### config.mk
export PLATFORM = sky130hd
export DESIGN_NAME = wb_queue
export DESIGN_NICKNAME = d
export VERILOG_FILES = /design/src/rtl/cpu_pkg.sv /design/src/rtl/wb_bypass_lookup.sv /design/src/rtl/wb_queue.sv
export SDC_FILE = /design/constraint.sdc
export NUM_CORES = 1
export LEC_CHECK = 0
export CAP_MARGIN = 20
export CORE_UTILIZATION = 40
export DETAILED_ROUTE_END_ITERATION = 12
export SETUP_SLACK_MARGIN = 0.1
export SYNTH_ARGS = -nofsm -noshare
export SYNTH_HDL_FRONTEND = slang
export SYNTH_SLANG_ARGS = --single-unit
### constraint.sdc
create_clock -name clk -period 16.2 [get_ports clk]
set_input_delay 3.24 -clock clk [delete_from_list [all_inputs] [get_ports clk]]
set_output_delay 3.24 -clock clk [all_outputs]
set_load 0.01 [all_outputs]
### src/rtl/cpu_pkg.sv
// Shared CPU constants and the writeback queue entry type.
// Latency: n/a (types and constants only).
// Backpressure: n/a.
package cpu_pkg;
  localparam int WB_DEPTH = 4;
  localparam int REG_W    = 5;
  localparam int DATA_W   = 32;

  typedef struct packed {
    logic [REG_W-1:0]  rd;
    logic [DATA_W-1:0] data;
  } wb_entry_t;
endpackage

### src/rtl/wb_bypass_lookup.sv
// Youngest-match search of queued writebacks for one register read address.
// Latency: purely combinational.
// Backpressure: none; register 0 never hits.
module wb_bypass_lookup
  import cpu_pkg::*;
#(
  parameter int DEPTH = WB_DEPTH
) (
  input  logic [DEPTH-1:0]         vld_i,
  input  wb_entry_t                ent_i [DEPTH],
  input  logic [$clog2(DEPTH)-1:0] head_i,
  input  logic [REG_W-1:0]         look_i,
  output logic                     hit_o,
  output logic [DATA_W-1:0]        fwd_o
);
  localparam int PW = $clog2(DEPTH);

  logic [PW-1:0] idx;

  // Walk from the head (oldest) towards the tail so the last match is the youngest.
  always_comb begin
    hit_o = 1'b0;
    fwd_o = '0;
    idx   = '0;
    for (int k = 0; k < DEPTH; k++) begin
      idx = head_i + PW'(k);
      if (vld_i[idx] && (ent_i[idx].rd == look_i) && (look_i != '0)) begin
        hit_o = 1'b1;
        fwd_o = ent_i[idx].data;
      end
    end
  end
endmodule

### src/rtl/wb_queue.sv
// Writeback queue merging ALU and mul/div results into one regfile write port, with bypass.
// Latency: an accepted entry is written from the head the cycle after it is pushed at the earliest.
// Backpressure: ready derived from registered occupancy; en=0 freezes everything.
module wb_queue
  import cpu_pkg::*;
#(
  parameter int DEPTH = WB_DEPTH
) (
  input  logic                     clk,
  input  logic                     rst_n,
  input  logic                     en,
  input  logic                     alu_valid,
  input  logic [REG_W-1:0]         alu_rd,
  input  logic [DATA_W-1:0]        alu_data,
  input  logic                     md_valid,
  input  logic [REG_W-1:0]         md_rd,
  input  logic [DATA_W-1:0]        md_data,
  output logic                     alu_ready,
  output logic                     md_ready,
  output logic                     w_en,
  output logic [REG_W-1:0]         req_w,
  output logic [DATA_W-1:0]        data_w,
  input  logic [REG_W-1:0]         look_a,
  input  logic [REG_W-1:0]         look_b,
  output logic                     hit_a,
  output logic [DATA_W-1:0]        fwd_a,
  output logic                     hit_b,
  output logic [DATA_W-1:0]        fwd_b,
  output logic [$clog2(DEPTH):0]   count
);
  localparam int PW = $clog2(DEPTH);
  localparam int CW = PW + 1;

  wb_entry_t        ent_q [DEPTH];
  wb_entry_t        ent_d [DEPTH];
  logic [DEPTH-1:0] vld_q, vld_d;
  logic [PW-1:0]    head_q, head_d, tail_q, tail_d, wr_ptr;
  logic [CW-1:0]    count_q, count_d, free;
  logic             init_q;
  logic             act, pop, alu_push, md_push;
  logic             hit_a_raw, hit_b_raw;
  logic [DATA_W-1:0] fwd_a_raw, fwd_b_raw;

  // Handshake and head-of-queue outputs; init_q keeps ready low for the first cycle out of reset.
  always_comb begin
    act       = en & rst_n & init_q;
    free      = CW'(DEPTH) - count_q;
    alu_ready = act & (free >= CW'(1));
    md_ready  = act & ((free >= CW'(2)) | ((free >= CW'(1)) & ~alu_valid));
    alu_push  = alu_valid & alu_ready & (alu_rd != '0);
    md_push   = md_valid & md_ready & (md_rd != '0);
    pop       = act & (count_q != '0);
    w_en      = pop;
    req_w     = pop ? ent_q[head_q].rd : '0;
    data_w    = pop ? ent_q[head_q].data : '0;
    count     = rst_n ? count_q : '0;
    hit_a     = rst_n & hit_a_raw;
    fwd_a     = hit_a ? fwd_a_raw : '0;
    hit_b     = rst_n & hit_b_raw;
    fwd_b     = hit_b ? fwd_b_raw : '0;
  end

  // Next-state: pop the head, then append ALU (older) and MD (younger) at the tail.
  always_comb begin
    ent_d   = ent_q;
    vld_d   = vld_q;
    head_d  = head_q;
    wr_ptr  = tail_q;
    if (pop) begin
      vld_d[head_q] = 1'b0;
      head_d        = head_q + PW'(1);
    end
    if (alu_push) begin
      ent_d[wr_ptr] = '{rd: alu_rd, data: alu_data};
      vld_d[wr_ptr] = 1'b1;
      wr_ptr        = wr_ptr + PW'(1);
    end
    if (md_push) begin
      ent_d[wr_ptr] = '{rd: md_rd, data: md_data};
      vld_d[wr_ptr] = 1'b1;
      wr_ptr        = wr_ptr + PW'(1);
    end
    tail_d  = wr_ptr;
    count_d = count_q + CW'(alu_push) + CW'(md_push) - CW'(pop);
  end

  // Control state: synchronous reset discards everything queued.
  always_ff @(posedge clk) begin
    if (!rst_n) begin
      head_q  <= '0;
      tail_q  <= '0;
      count_q <= '0;
      vld_q   <= '0;
      init_q  <= 1'b0;
    end else if (en) begin
      head_q  <= head_d;
      tail_q  <= tail_d;
      count_q <= count_d;
      vld_q   <= vld_d;
      init_q  <= 1'b1;
    end
  end

  // Payload storage needs no reset; validity lives in vld_q.
  always_ff @(posedge clk) begin
    if (rst_n && en) ent_q <= ent_d;
  end

  wb_bypass_lookup #(.DEPTH(DEPTH)) u_look_a (
    .vld_i(vld_q), .ent_i(ent_q), .head_i(head_q), .look_i(look_a),
    .hit_o(hit_a_raw), .fwd_o(fwd_a_raw)
  );

  wb_bypass_lookup #(.DEPTH(DEPTH)) u_look_b (
    .vld_i(vld_q), .ent_i(ent_q), .head_i(head_q), .look_i(look_b),
    .hit_o(hit_b_raw), .fwd_o(fwd_b_raw)
  );
endmodule
Yosys cells after proc, flatten, opt, wreduce, memory -nomap -nowiden
Index checks and enable logic that the tools add are counted.
{"block": "word_totals", "mem_bits_ro": 0, "memories": 0, "regBits": 160, "latch_bits": 0, "inputBits": 89, "mem_bits_rw": 0, "elab_cells": 161, "out_inout_bits": 109}
{"block": "op_classes", "shifts": 0, "addsub": 9, "n_eq_ne": 8, "bitwise": 24, "magnitude_cmp": 19, "mux": 60, "n_reduce_logical": 28, "multipliers": 0, "div": 0}
{"cell": "37-bit 2-to-1 mux", "count": 10}
{"cell": "32-bit 2-to-1 mux", "count": 11}
{"cell": "37-bit binary-select mux with 2-bit select", "count": 4}
{"cell": "148-bit bitwise mux", "count": 2}
{"cell": "148-bit 2-to-1 mux", "count": 2}
{"cell": "37-bit demux with 2-bit select", "count": 2}
{"cell": "5-bit == test", "count": 8}
{"cell": "1-bit logical AND", "count": 22}
{"cell": "5-bit nonzero test", "count": 4}
{"cell": "3-bit greater-or-equal comparator (second input constant)", "count": 6}
{"cell": "2-bit by 3-bit < comparator with 1-bit output (second input constant)", "count": 6}
{"cell": "2-bit inverter with 3-bit output", "count": 6}
{"cell": "1-bit 2-to-1 mux", "count": 15}
{"cell": "1-bit bitwise AND", "count": 12}
{"cell": "4-bit 2-to-1 mux", "count": 3}
{"cell": "1-bit binary-select mux with 2-bit select", "count": 4}
{"cell": "4-bit bitwise OR", "count": 2}
{"cell": "2-bit by 1-bit adder with 2-bit output (second input constant)", "count": 3}
{"cell": "3-bit by 1-bit adder with 3-bit output", "count": 2}
{"cell": "1-bit demux with 2-bit select", "count": 3}
{"cell": "2-bit by 1-bit greater-or-equal comparator with 1-bit output (second input constant)", "count": 3}
{"cell": "3-bit by 1-bit < comparator with 1-bit output (second input constant)", "count": 2}
{"cell": "5-bit 2-to-1 mux", "count": 1}
{"cell": "2-bit adder (second input constant)", "count": 2}
{"cell": "12 further kinds", "count": 13}

Longest topological paths before layout
{"block": "depth", "ltp_word": 13, "depth_mapped": 16, "ltp_nobuf": 14}

Modules after synthesis
Synthesis repeated with hierarchy kept, for this count alone.
{"block": "hier_totals", "cells_unflattened": 2649, "hier_area_um2": 21682.0}
{"mod": "wb_queue", "n_inst": 1, "seq_area_each_um2": 4684.5, "area_per_inst_um2": 11895.2, "cells_per_inst": 1173}
{"mod": "wb_bypass_lookup", "n_inst": 2, "seq_area_each_um2": 0.0, "area_per_inst_um2": 4893.4, "cells_per_inst": 738}

Worst setup path before layout
OpenSTA, ideal clock, no wires.
{"block": "synth_timing", "path_type": "input-to-output", "from": "in rst_n", "to": "out alu_ready", "t_required_ns": 12.960, "n_path_buf": 1, "stages": 4, "slack_ns": 5.554, "t_arrival_ns": 7.406, "path_cell_list": "buf_2 > and2_1 > nand2_1 > a31oi_1"}
{"block": "synth_between", "elab_chain_cells": 3}
{"element": "start: declaration", "line": "wb_queue.sv:10", "text": "input logic rst_n,"}
{"element": "1-bit bitwise AND (2 in a row)", "line": "wb_queue.sv:46", "text": "act = en & rst_n & init_q;"}
{"element": "1-bit bitwise AND", "line": "wb_queue.sv:48", "text": "alu_ready = act & (free >= CW'(1));"}
{"element": "end: declaration", "line": "wb_queue.sv:18", "text": "output logic alu_ready,"}
Every way passes these cells.

Worst setup path after layout
{"block": "layout_timing", "from": "in look_a[1]", "to": "out fwd_a[5]"}
{"block": "layout_between", "elab_chain_cells": 9, "word_cells_on_any_way": 23, "classes_between": "eq/ne: 4; mux: 9; bitwise: 1; reduce/logical: 9"}
{"element": "start: declaration", "line": "wb_queue.sv:23", "text": "input logic [REG_W-1:0] look_a,"}
{"element": "5-bit == test", "line": "wb_bypass_lookup.sv:27", "text": "if (vld_i[idx] && (ent_i[idx].rd == look_i) && (look_i != '0)) begin"}
{"element": "1-bit logical AND (2 in a row)", "line": "wb_bypass_lookup.sv:27"}
{"element": "1-bit 2-to-1 mux (4 in a row)", "line": "wb_bypass_lookup.sv:27"}
{"element": "1-bit bitwise AND", "line": "wb_queue.sv:57", "text": "hit_a = rst_n & hit_a_raw;"}
{"element": "32-bit 2-to-1 mux (*)", "line": "wb_queue.sv:58", "text": "fwd_a = hit_a ? fwd_a_raw : '0;"}
{"element": "end: declaration", "line": "wb_queue.sv:26", "text": "output logic [DATA_W-1:0] fwd_a,"}
Every way passes the cells marked *; elsewhere a longest branch is shown, timed or not.

==> results.md <==
* Status: complete, no violations
* Synthesis-to-finish area growth at 19.0%
* # hold bufs at CTS at 0
* Met2 Track Usage GR at 41.9%
* Worst Setup Start Kind: input pin
* Placed inst area at 16900 um2
* Hpwl dp at 30300 um
* Commonest non-fill, non-tap cell in the layout: clkdlybuf4s50_1
* Synthesized cell area at 14800 um2
* Busiest grt layer: met2
* Clock root cell: clkbuf_16
* Req. time, crit path at 12960 ps
* Met3 GRT Util at 5.74%
* Setup Skew at 13.5 ps
* R2R Path End: ent_q[85]
* Clock buffer depth at 2
* Hold path start: init_q
* Hold path endpoint: init_q
* CTS H-tree depth at 4
* CP Buf/Inv Count at 5
* CP Capture Type: output port
* Sequential share of the synthesized area at 31.7%
* Critical Path Fanout Max at 34
* Largest net degree at the start of global routing at 83
* Ys flop type: edfxtp_1
* Fmax at 96.0 MHz
* Reg-to-reg startpoint: count_q[1]
* Die width at 194 um
* Final #Nets at 1551
* Worst Reg-to-Reg Cells at 9
* Worst VDD drop at 0.0742 mV
* Crit. Startpoint: look_a[1]
* GP Congestion at 0.892
* Cts repair resizes at 0
* CTS sink cnt at 160
* Clk pin slew, worst setup/hold paths at 60 ps
* Max cap viols at 0
* Seq. cell area at 4690 um2
* Total number of vias at 12405
* Multi-input gate area at 9430 um2
* Hold Crit Depth at 1
* Hold/Removal Path Class: flip-flop to flip-flop
* Drt wl/cell at 25.3 um
* Most frequent cells in the layout: clkdlybuf4s50_1 (197), nand2_1 (190), mux2i_1 (154), mux4_2 (151), o21ai_0 (149)
* Post-DRT Antenna Nets at 0
* First-pass DRT Iterations at 6
* Internal reg-to-reg setup slack at 12620 ps
* Final Instance Area at 17600 um2
* Hold slack at 484 ps
* Std-Cell Rows at 70
* Vias per std cell at 6.45
* CP arrival at 7180 ps
* # DRC at 0
* Post-CTS Setup Inserts at 0
* Leak at 4.76 nW
* Met1 Use GR at 33.9%
* Syn_area_per_cell at 11.1 um2
* Critical path class: input pin to output port
* Die H at 194 um
* Effective utilization at floorplan at 40.5%
* Slowest CP cell: or4_1
* CTS tree: done
* Antenna violations before repair at 3
* Rel. slew slack at 32.4%
* Global-route wire length before repair at 74000 um
* RSZ-0062 raised after global routing: no
* Critical-path cell list: clkdlybuf4s50_1 -> or4_1 -> nor2_2 -> nor4b_2 -> nand4_2 -> buf_4 -> nand2_2 -> buf_4 -> o31ai_4 -> buf_4 -> nor3_1 -> clkdlybuf4s50_1
* Final hold violations at 0
* Total negative setup slack at 0 ps
* Number of DRC markers in iteration 0 at 1130
* Post-synth cell types at 57
* Num CTS Buffers at 17
* Cell family with most CP delay: buffers and inverters
* Total congestion overflow at 0
* Vias in the first global route at 11934
* #FFs+latches synth at 160
* Syn Inst Count at 1336
* Fill count at 3313
* Minimum clock period at 10420 ps
* Core area at 36400 um2
* Die Area at 37700 um2
* Setup-failing EPs final at 0
* Slew Viols, Final at 0
* Yosys warnings at 0
* Mapped Nets at 1444
* CP dominant cell by count: buf_4
* Top-Level Pins at 198
* Power Density at 59.1 nW/um2
* Final Cycle Share at 64.3%
* Total track usage at 25.6%
* Clock latency on the worst-skew pair at 430 ps
* Post-synth ARST share at 0%
* Largest stage delay, worst path at 630 ps
* Post-synth EDFFs at 148
* PortBufs at 197
* Share of cells above drive strength 1 at 18.7%
* Least-Margin Pin Slew at 1010 ps
* Routed wire length at 48700 um
==> sequential cells by signal (all words and copies together) (netlist names) <==
signal and count:
ent_q 148, vld_q 4, count_q 3, head_q 2, tail_q 2, init_q 1
==> worst register-to-register path, cell delays in order (launching register included) <==
cell and delay (ps):
dfxtp_1 420, inv_1 110, ha_1 190, ha_1 280, a31oi_1 240, o311a_1 380
and2_2 690, buf_4 620, mux2i_1 280, o21ai_0 100
==> power by group <==
part           switching [mW]  total (mW)  leakage (nW)  internal, mW
logic                  0.0751       0.152          3.00        0.0770
clock network           0.171       0.396         0.272         0.225
registers              0.0198       0.491          1.49         0.471
total                   0.266        1.04          4.76         0.773
==> logic make-up after synthesis <==
kind of cell,synth area share (%)
compound gates,14.1
xor+xnor,2.43
fa+ha+maj,1.71
buf+inv,4.91
flops,31.7
mux,33.5
simple gates,11.6
==> worst max path at each step <==
stage,depth (start not counted),slack [ps],endpoint
finish,12,5780,fwd_a[5]
global route,12,5630,fwd_a[11]
CTS,12,5810,fwd_a[2]
detailed placement,12,5820,fwd_a[25]
global placement,12,5890,fwd_a[5]
floorplan,4,5550,alu_ready
==> per-layer routing <==
layer,up-vias,routed length (um)
met4,2,1270
met3,83,4430
met1,6171,19900
li1,5468,-
met5,-,13
met2,681,23100
==> layout make-up <==
| cell class | count | share of cell area [%] |
|---|---|---|
| timing repair buffer | 225 | 12.8 |
| inverter | 19 | 0.406 |
| clock buffer | 19 | 2.46 |
| multi-input combinational | 1020 | 53.7 |
| sequential | 160 | 26.7 |
| clock inverter | 11 | 0.676 |
| antenna | 2 | 0.0285 |
| tap | 468 | 3.33 |
==> metrics by stage <==
stage | util (%) | total power, mW | cells | worst slack (ps)
global placement | 46.5 | 0.647 | 1889 | 5890
global route | 48.3 | 1.07 | 1924 | 5630
detailed placement | 46.5 | 0.649 | 1889 | 5820
floorplan | - | 0.588 | 1336 | 5550
CTS | 48.0 | 1.04 | 1919 | 5810
finish | 48.3 | 1.04 | 1924 | 5780
==> synth_stat cells, types with 2 or more instances <==
master	instances	area (um2)
a22oi_1	23	173
or3_1	2	12.5
a21o_1	2	15.0
ha_1	17	213
a221oi_1	9	78.8
o311a_1	2	20.0
o2bb2ai_1	3	26.3
a311o_1	4	40.0
o21ai_0	149	746
buf_1	5	18.8
mux4_2	151	3400
nor4_1	3	18.8
edfxtp_1	148	4440
inv_2	3	11.3
o211a_1	2	20.0
nor2b_1	41	257
nor2_1	35	131
nand2_1	191	717
nand3_1	12	60.1
mux2i_1	154	1540
nor3_1	25	125
and2_0	4	25.0
buf_6	7	78.8
o31ai_2	2	25.0
inv_1	16	60.1
buf_2	52	260
a21oi_1	2	10.0
and2_1	10	62.6
nand4_1	5	31.3
nor3_2	12	120
clkbuf_1	67	251
xor2_1	18	158
a221oi_2	23	345
xnor2_1	23	201
dfxtp_1	12	240
a21boi_0	10	75.1
fa_1	2	40.0
a311oi_1	31	272
o22ai_1	32	200
nand2b_1	5	31.3
buf_4	6	45.0
Note: power is estimated with default switching activity, not from simulation.
